==> src/rtl/led_pwm_bank_if.sv <==
// rtl/led_pwm_bank_if.sv - write port bundle for the LED PWM bank
interface led_pwm_bank_if #(
    parameter int N_LEDS   = 5,
    parameter int PWM_BITS = 8
);
    localparam int CH_W = (N_LEDS > 1) ? $clog2(N_LEDS) : 1;

    logic                wr_en;
    logic [CH_W-1:0]     wr_ch;
    logic [1:0]          wr_mode;
    logic [PWM_BITS-1:0] wr_duty;

    modport master (output wr_en, wr_ch, wr_mode, wr_duty);
    modport slave  (input  wr_en, wr_ch, wr_mode, wr_duty);
endinterface

==> src/rtl/led_pwm_bank.sv <==
// rtl/led_pwm_bank.sv - multi-channel LED PWM driver (breathe ramp under LED_BREATHE_EN)
module led_pwm_bank #(
    parameter int N_LEDS        = 5,
    parameter int PWM_BITS      = 8,
    parameter int PRESCALE      = 47,
    parameter int BLINK_PERIODS = 122
) (
    input  logic                clk,
    input  logic                rst,
    led_pwm_bank_if.slave       wr,
    output logic [N_LEDS-1:0]   led,
    output logic                period_start
);
    localparam int PRE_W = (PRESCALE > 0) ? $clog2(PRESCALE + 1) : 1;
    localparam int BLK_W = (BLINK_PERIODS > 1) ? $clog2(BLINK_PERIODS) : 1;
    localparam logic [PWM_BITS-1:0] DUTY_MAX = '1;

    typedef enum logic [1:0] {
        MODE_OFF     = 2'd0,
        MODE_ON      = 2'd1,
        MODE_BLINK   = 2'd2,
        MODE_BREATHE = 2'd3
    } mode_t;

    logic [PRE_W-1:0]    pre_cnt;
    logic                tick;
    logic [PWM_BITS-1:0] pwm_cnt;
    logic                boundary;
    logic [BLK_W-1:0]    blink_cnt;
    logic                blink_phase;

    mode_t               sh_mode  [N_LEDS];
    logic [PWM_BITS-1:0] sh_duty  [N_LEDS];
    mode_t               act_mode [N_LEDS];
    logic [PWM_BITS-1:0] act_duty [N_LEDS];
    logic [PWM_BITS-1:0] eff      [N_LEDS];

    assign tick     = (pre_cnt == PRE_W'(PRESCALE));
    assign boundary = tick && (pwm_cnt == DUTY_MAX);

    // Shared prescaler and free-running PWM counter; the counter wraps naturally.
    always_ff @(posedge clk) begin
        if (rst) begin
            pre_cnt <= '0;
            pwm_cnt <= '0;
        end else begin
            if (tick) begin
                pre_cnt <= '0;
                pwm_cnt <= pwm_cnt + 1'b1;
            end else begin
                pre_cnt <= pre_cnt + 1'b1;
            end
        end
    end

    // Shadow registers take writes any time; out-of-range channels are dropped.
    always_ff @(posedge clk) begin
        if (rst) begin
            for (int i = 0; i < N_LEDS; i++) begin
                sh_mode[i] <= MODE_OFF;
                sh_duty[i] <= '0;
            end
        end else if (wr.wr_en && (int'(wr.wr_ch) < N_LEDS)) begin
            sh_mode[wr.wr_ch] <= mode_t'(wr.wr_mode);
            sh_duty[wr.wr_ch] <= wr.wr_duty;
        end
    end

    // Active settings copy the pre-write shadow only at the period boundary.
    always_ff @(posedge clk) begin
        if (rst) begin
            for (int i = 0; i < N_LEDS; i++) begin
                act_mode[i] <= MODE_OFF;
                act_duty[i] <= '0;
            end
        end else if (boundary) begin
            for (int i = 0; i < N_LEDS; i++) begin
                act_mode[i] <= sh_mode[i];
                act_duty[i] <= sh_duty[i];
            end
        end
    end

    // Blink phase flips every BLINK_PERIODS PWM periods.
    always_ff @(posedge clk) begin
        if (rst) begin
            blink_cnt   <= '0;
            blink_phase <= 1'b1;
        end else if (boundary) begin
            if (blink_cnt == BLK_W'(BLINK_PERIODS - 1)) begin
                blink_cnt   <= '0;
                blink_phase <= ~blink_phase;
            end else begin
                blink_cnt <= blink_cnt + 1'b1;
            end
        end
    end

`ifdef LED_BREATHE_EN
    typedef enum logic {RAMP_UP, RAMP_DOWN} ramp_t;

    ramp_t               ramp;
    ramp_t               ramp_next;
    logic [PWM_BITS-1:0] level;
    logic [PWM_BITS-1:0] level_next;

    // Breathe ramp state advances once per PWM period.
    always_ff @(posedge clk) begin
        if (rst) begin
            ramp  <= RAMP_UP;
            level <= '0;
        end else if (boundary) begin
            ramp  <= ramp_next;
            level <= level_next;
        end
    end

    // Triangle ramp: turn around at the endpoints without repeating them.
    always_comb begin
        ramp_next  = ramp;
        level_next = level;
        case (ramp)
            RAMP_UP: begin
                if (level == DUTY_MAX) begin
                    ramp_next  = RAMP_DOWN;
                    level_next = level - 1'b1;
                end else begin
                    level_next = level + 1'b1;
                end
            end
            RAMP_DOWN: begin
                if (level == '0) begin
                    ramp_next  = RAMP_UP;
                    level_next = level + 1'b1;
                end else begin
                    level_next = level - 1'b1;
                end
            end
            default: ;
        endcase
    end
`endif

    // Effective duty per channel; depends only on registers that change at boundaries.
    always_comb begin
        for (int i = 0; i < N_LEDS; i++) begin
            eff[i] = '0;
            case (act_mode[i])
                MODE_OFF:   eff[i] = '0;
                MODE_ON:    eff[i] = act_duty[i];
                MODE_BLINK: eff[i] = blink_phase ? act_duty[i] : '0;
`ifdef LED_BREATHE_EN
                MODE_BREATHE: eff[i] = (act_duty[i] < level) ? act_duty[i] : level;
`else
                MODE_BREATHE: eff[i] = act_duty[i];
`endif
                default:    eff[i] = '0;
            endcase
        end
    end

    // Registered outputs; full-scale duty is forced on for the whole period.
    always_ff @(posedge clk) begin
        if (rst) begin
            led          <= '0;
            period_start <= 1'b0;
        end else begin
            period_start <= boundary;
            for (int i = 0; i < N_LEDS; i++) begin
                led[i] <= (eff[i] == DUTY_MAX) || (pwm_cnt < eff[i]);
            end
        end
    end
endmodule

==> src/flat_wrapper.sv <==
// flat-port wrapper written by rule: the top's interface ports become plain ports
module led_pwm_bank_flat 
#(
    parameter int N_LEDS        = 5,
    parameter int PWM_BITS      = 8,
    parameter int PRESCALE      = 47,
    parameter int BLINK_PERIODS = 122
)
  (clk, rst, led, period_start, wr_wr_en, wr_wr_ch, wr_wr_mode, wr_wr_duty);
  led_pwm_bank_if #(.N_LEDS(N_LEDS), .PWM_BITS(PWM_BITS)) wr_i ();
  input  logic clk;
  input  logic rst;
  output logic [N_LEDS-1:0] led;
  output logic period_start;
  input wire logic [$bits(wr_i.wr_en)-1:0] wr_wr_en;
  input wire logic [$bits(wr_i.wr_ch)-1:0] wr_wr_ch;
  input wire logic [$bits(wr_i.wr_mode)-1:0] wr_wr_mode;
  input wire logic [$bits(wr_i.wr_duty)-1:0] wr_wr_duty;
  assign wr_i.wr_en = wr_wr_en;
  assign wr_i.wr_ch = wr_wr_ch;
  assign wr_i.wr_mode = wr_wr_mode;
  assign wr_i.wr_duty = wr_wr_duty;
  led_pwm_bank #(.N_LEDS(N_LEDS), .PWM_BITS(PWM_BITS), .PRESCALE(PRESCALE), .BLINK_PERIODS(BLINK_PERIODS)) u_core (.clk(clk), .rst(rst), .wr(wr_i), .led(led), .period_start(period_start));
endmodule
==> config.mk <==
export PLATFORM = sky130hd
export DESIGN_NAME = led_pwm_bank_flat
export DESIGN_NICKNAME = d
export VERILOG_FILES = /design/src/rtl/led_pwm_bank_if.sv /design/src/rtl/led_pwm_bank.sv /design/src/flat_wrapper.sv
export SDC_FILE = /design/constraint.sdc
export NUM_CORES = 1
export LEC_CHECK = 0
export CAP_MARGIN = 20
export CORE_MARGIN = 10
export CORE_UTILIZATION = 35
export CTS_BUF_LIST = sky130_fd_sc_hd__clkbuf_4 sky130_fd_sc_hd__clkbuf_8 sky130_fd_sc_hd__clkbuf_16
export CTS_CLUSTER_DIAMETER = 80
export CTS_CLUSTER_SIZE = 30
export DETAILED_ROUTE_END_ITERATION = 6
export DONT_BUFFER_PORTS = 1
export SLEW_MARGIN = 20
export SYNTH_ARGS = -nofsm -noshare
export SYNTH_HDL_FRONTEND = slang
export SYNTH_SLANG_ARGS = --single-unit
==> constraint.sdc <==
create_clock -name clk -period 3.6 [get_ports clk]
set_clock_uncertainty 0.1 [all_clocks]
set_input_delay 0.36 -clock clk [delete_from_list [all_inputs] [get_ports clk]]
set_output_delay 0.36 -clock clk [all_outputs]
set_load 0.02 [all_outputs]
Word-level counts from Yosys, hierarchy flattened --
Memory sizes are Yosys's and may differ from the RTL's. Index checks and enable logic that the tools add are counted.
Operators by class: $add $sub $neg 3, order comparisons 6, equal/unequal tests 23, muxes and demuxes 35, bitwise logic cells 11, reduce and logical (&&, ||, !) cells 21
Operators with widths (count):
- 8-bit one-hot mux with 3 select lines | 5
- 8-bit 2-to-1 mux | 11
- 8-bit equality test, second input constant | 6
- 8-bit < comparator | 5
- 2-bit equality test, second input constant | 10
- 2-bit OR reduction | 7
- 2-bit 2-to-1 mux | 6
- 2-bit by 1-bit equality test with 1-bit output, second input constant | 5
- 2-bit zero test | 5
- 1-bit 2-to-1 mux | 10
- 1-bit bitwise OR | 10
- 8-bit by 1-bit adder with 8-bit output, second input constant | 1
- 8-bit OR reduction | 1
- 7-bit by 1-bit adder with 7-bit output, second input constant | 1
- 7-bit equality test, second input constant | 1
- 7-bit 2-to-1 mux | 1
- 6-bit by 1-bit adder with 6-bit output, second input constant | 1
- 6-bit equality test, second input constant | 1
- 3-bit 2-to-1 mux | 2
- 1-bit logical OR | 5
- 3-bit < comparator, second input constant | 1
- 1-bit logical AND | 2
- 2-bit AND reduction | 1
- 1-bit NOT | 1
Storage, ports and cells: register bits after elaboration 28, RAM bits 100, bits of input ports 16, output and inout port bits 6, logic and storage cells 109, memories kept 4
Memories:
- u_core.act_duty | words 5, width 8, rd ports 5, clocked after Yosys merged registers in 0, wr ports 5, RTL line led_pwm_bank.sv:35 | logic [PWM_BITS-1:0] act_duty [N_LEDS];
- u_core.sh_duty | words 5, width 8, rd ports 5, clocked after Yosys merged registers in 0, wr ports 5, RTL line led_pwm_bank.sv:33 | logic [PWM_BITS-1:0] sh_duty [N_LEDS];
- u_core.act_mode | words 5, width 2, rd ports 5, clocked after Yosys merged registers in 0, wr ports 5, RTL line led_pwm_bank.sv:34 | mode_t act_mode [N_LEDS];
- u_core.sh_mode | words 5, width 2, rd ports 5, clocked after Yosys merged registers in 0, wr ports 5, RTL line led_pwm_bank.sv:32 | mode_t sh_mode [N_LEDS];

Longest topological paths before layout --
word-level depth 7, depth in mapped cells 7, mapped depth without buffers 7

Worst setup path after synthesis --
Ideal clock, no wire load.
kind register to register, start register u_core.pwm_cnt[1], end memory u_core.act_duty[0][0], enable pin, setup time 416 ps, data arrival time 2272 ps, required time 3084 ps, path slack 812 ps, stages on the path, launching flop included 5, path buffers 0, period minus slack after synthesis 2788 ps, path through dfxtp_1 > ha_1 > and3_1 > nand4_1 > nand2b_1
RTL lines:
- start: declaration | RTL line led_pwm_bank.sv:27 | logic [PWM_BITS-1:0] pwm_cnt;
- start signal: assignment | RTL line led_pwm_bank.sv:49 | pwm_cnt <= pwm_cnt + 1'b1;
- end: declaration | RTL line led_pwm_bank.sv:35

==> run summary <==
The run finished with clean final reports. The power density relative to cell area is 493.9 nW/um^2. The final layout contains routed wiring with a total length of 11640 microns. The number of placed instances with taps included came out at 699. The global-route wire length before repair came out at 19130 microns. The initial antenna violation count is 0. The number of enable-type register cells in the synthesized netlist is 100.

The number of setup violations in the final report is 0. The critical path data arrival time came out at 2.37 ns. The number of nets in the finished design came out at 554. The all-layer global routing usage came out at 10.81%. The count of inserted antenna diode cells came out at 0. The register clock-pin slew on the reported worst setup and hold paths came out at 0.06 ns. The upper clock frequency limit came out at 0.4101 GHz. The area of the die came out at 22820 sq um.

The routed layout has 3572 vias. The sequential fraction of the synthesis area came out at 59.28%. The dominant register cell in the synthesized netlist is sky130_fd_sc_hd__edfxtp_1. The die span in y is 151.1 microns. The total overflow left after global routing is 0.

The share of synthesized flip-flops with an asynchronous set or reset is 0%. For this configuration, the core starts out at a cell density of 35.99%. Traced cell by cell, the critical path runs through ha_1 > and3_1 > nand4_1 > nand2b_2 > buf_4. The vias per cell is 4.880. The length of the first detailed-routing pass in iterations is 4. The number of H-tree levels came out at 4.

The synthesized net count came out at 549. For this design the top-level I/O count stands at 22. Entering global routing, the biggest net connects 52 pins.

The total core area came out at 16700 sq um. In this run the remaining antenna-violating nets after routing total 0. The least setup slack across all paths after layout came out at 1.162 ns. The initialized floorplan defines 47 standard-cell rows. The relative max-transition margin is 30.80%. Timing analysis after detailed placement gives a worst setup slack of 1.132 ns. For this design, the slowest cell found on the critical path is sky130_fd_sc_hd__buf_4.

The fraction of layout instances using a drive strength above 1 came out at 11.52%. Clock tree synthesis selected as its root buffer the cell sky130_fd_sc_hd__clkbuf_16. Along the worst path, the maximum fanout reaches 50. The final estimated routing congestion in global placement came out at 0.8049. The number of clock buffers inserted by TritonCTS is 17. Dividing the final minimum period by the clock period gives 67.73%.

Setup repair after global routing left no endpoint under its margin. VDD sags by at most 318.7 uV. The filler cells instantiated in the layout total 1592. The later-pin clock latency in the skew report came out at 0.41 ns. For the pin with the worst max-slew slack, the measured transition is 1.035 ns.

The filler-free cell count of the finished design is 732. On the worst path, the slowest cell contributes a delay of 0.51 ns. The CTS tree is done.

The via count of the first global-routing pass was 3673. The count of input and output buffers came out at 0. The synthesized flop and latch total is 128.

The leakage power is 2.471 nW. The max-capacitance violation count came out at 0. The time the final worst path needs with I/O delays and setup is 2.438 ns. The final core utilization came out at 40.49%.

In the synthesized netlist, the number of instances is 494. The kind of critical path is flop to flop. The area growth from synthesis to layout is 12.51%. The half-perimeter wire length after placement is 8124 microns.

The post-detailed-route wirelength per cell is 15.91 microns. The warning count from the yosys run is 0. The min-delay analysis places its worst path in the category primary input to flop.

The synthesized design spends more area on one cell type than any other, namely sky130_fd_sc_hd__edfxtp_1. The post-route total power came out at 3.340 mW. The share of synthesized area in the top cell type comes to 49.96%. The count of pins over their slew limit came out at 0. The mean instance size in the synthesized netlist came out at 12.17 sq um. STA puts the critical path data required time at 3.53 ns. The number of hold violations in the final report is 0.

The netlist area before placement is 6011 sq um. The setup total negative slack came out at 0 ns. The worst setup path is launched from a flop. The critical path capture point type is a flop.

By area the synthesized netlist is led by sky130_fd_sc_hd__edfxtp_1, sky130_fd_sc_hd__and2_1, sky130_fd_sc_hd__dfxtp_1. The number of distinct library cells after synthesis is 44. After detailed routing, the number of remaining DRC violations is 0.

The first routing iteration left 190 violations. The die is 151.1 microns wide. The clock net in this run drives a total of 128 sinks. The number of buffers added for setup after CTS is 0. The maximum root-to-sink buffer count came out at 2.
-- synth_stat cells, types with 2 or more instances --
master and number:
sky130_fd_sc_hd__nand2_1 52, sky130_fd_sc_hd__nor2_1 20, sky130_fd_sc_hd__nor3b_1 2, sky130_fd_sc_hd__and3_1 3, sky130_fd_sc_hd__buf_6 5, sky130_fd_sc_hd__nor4_1 2
sky130_fd_sc_hd__or3_1 5, sky130_fd_sc_hd__nor3_1 9, sky130_fd_sc_hd__a21o_1 5, sky130_fd_sc_hd__or2_2 5, sky130_fd_sc_hd__and2_1 91, sky130_fd_sc_hd__and2_2 10
sky130_fd_sc_hd__dfxtp_1 28, sky130_fd_sc_hd__and4_1 2, sky130_fd_sc_hd__nand3_1 5, sky130_fd_sc_hd__edfxtp_1 100, sky130_fd_sc_hd__clkbuf_1 11, sky130_fd_sc_hd__o41ai_1 5
sky130_fd_sc_hd__o21ai_0 11, sky130_fd_sc_hd__nand2b_1 2, sky130_fd_sc_hd__ha_1 39, sky130_fd_sc_hd__a21oi_1 22, sky130_fd_sc_hd__nand3b_1 4, sky130_fd_sc_hd__nor2b_1 2
sky130_fd_sc_hd__o211ai_1 5, sky130_fd_sc_hd__a31o_2 5, sky130_fd_sc_hd__xnor2_1 9, sky130_fd_sc_hd__nand4b_1 7, sky130_fd_sc_hd__xor2_1 2, sky130_fd_sc_hd__nand4_1 12
-- worst max-delay path: cells and delay by family (launching register included) --
family	cells	cell delay [ns]
buffers and inverters	1	0.51
AND/OR/NAND/NOR	3	0.65
flip-flops	1	0.50
adder cells (fa/ha/maj)	1	0.27
-- timing repair --
item / CTS / global route
hold endpoints to repair: 25 / 0
hold buffers: 1 / 0
resized for setup: 0 / 0
-- sequential cells by signal, summed over array words and instances, names as in the netlist --
register,flops
u_core.act_duty,40
u_core.sh_duty,40
u_core.act_mode,10
u_core.sh_mode,10
u_core.pwm_cnt,8
u_core.blink_cnt,7
u_core.pre_cnt,6
u_core.led,5
u_core.blink_phase,1
u_core.period_start,1
-- logic make-up after synthesis --
group                    count (synthesis)  share of synthesized area [%]
AO/OA/AOI/OAI                           57                          5.954
XOR/XNOR                                11                          1.603
adder cells (fa/ha/maj)                 39                          8.118
buffers and inverters                   18                          1.769
flip-flops                             128                          59.28
multiplexers                             1                         0.1665
AND/OR/NAND/NOR                        240                          23.11
-- layout make-up --
class	instances	area, sq um	share of cell area, %
flip-flops and latches	128	3563	52.69
repair buffers	3	25.02	0.3700
clock inverters	14	118.9	1.758
multi-input cells	348	2344	34.65
clock buffers	18	432.9	6.401
well taps	220	275.3	4.070
inverters	1	3.754	0.05550
-- routing by layer --
metal	part of all wire [%]	routed length (microns)	global-route usage, %
met3	3.6	423	3.520
met2	48	5624	17.89
met5	0	0	0
met1	47	5427	12.85
met4	1.5	170	3.994
-- worst paths after layout --
kind / depth (start not counted) / from / slack (ns) / endpoint
worst max register to register: 5 / u_core.pwm_cnt[1] / 1.16 / u_core.act_mode[0][4]
worst min-delay path: 1 / rst / 0.02 / u_core.led[0]
worst min register to register: 1 / u_core.pre_cnt[0] / 0.35 / u_core.pre_cnt[0]
worst max-delay path: 5 / u_core.pwm_cnt[1] / 1.16 / u_core.act_mode[0][4]
-- power by group --
part	switching (mW)	total, mW	leakage [nW]	internal (mW)
sequential	0.0289	1.68	1.23	1.65
clock	0.620	1.57	0.265	0.952
combinational	0.0552	0.0876	0.978	0.0324
total	0.704	3.34	2.47	2.64
-- cell usage in the layout (no fill, tap or decap), types with 2 or more instances in the layout --
cell	count
sky130_fd_sc_hd__a21o_1	5
sky130_fd_sc_hd__a21oi_1	22
sky130_fd_sc_hd__a31o_2	5
sky130_fd_sc_hd__and2_1	91
sky130_fd_sc_hd__and2_2	10
sky130_fd_sc_hd__and3_1	3
sky130_fd_sc_hd__and4_1	2
sky130_fd_sc_hd__buf_4	2
sky130_fd_sc_hd__clkbuf_16	17
sky130_fd_sc_hd__clkinv_1	2
sky130_fd_sc_hd__clkinv_2	3
sky130_fd_sc_hd__clkinv_4	4
sky130_fd_sc_hd__clkinvlp_4	3
sky130_fd_sc_hd__dfxtp_1	28
sky130_fd_sc_hd__edfxtp_1	100
sky130_fd_sc_hd__ha_1	39
sky130_fd_sc_hd__nand2_1	52
sky130_fd_sc_hd__nand2b_2	2
sky130_fd_sc_hd__nand3_1	5
sky130_fd_sc_hd__nand3b_1	4
sky130_fd_sc_hd__nand4_1	12
sky130_fd_sc_hd__nand4b_1	7
sky130_fd_sc_hd__nor2_1	20
sky130_fd_sc_hd__nor2b_1	2
sky130_fd_sc_hd__nor3_1	9
sky130_fd_sc_hd__nor3b_1	2
sky130_fd_sc_hd__nor4_1	2
sky130_fd_sc_hd__o211ai_1	5
sky130_fd_sc_hd__o21ai_0	11
sky130_fd_sc_hd__o41ai_1	5
sky130_fd_sc_hd__or2_2	5
sky130_fd_sc_hd__or3_1	5
sky130_fd_sc_hd__xnor2_1	9
sky130_fd_sc_hd__xor2_1	2
-- stage by stage --
stage | hold slack, ns | area, sq um
3_5_place_dp | 0.3440 | 6201
2_1_floorplan | 0.3331 | 6011
4_1_cts | 0.002929 | 6763
5_1_grt | 0.001549 | 6763
6_report | 0.01674 | 6763
3_3_place_gp | 0.3379 | 6201
No activity file was read; power rests on OpenSTA's default activity.
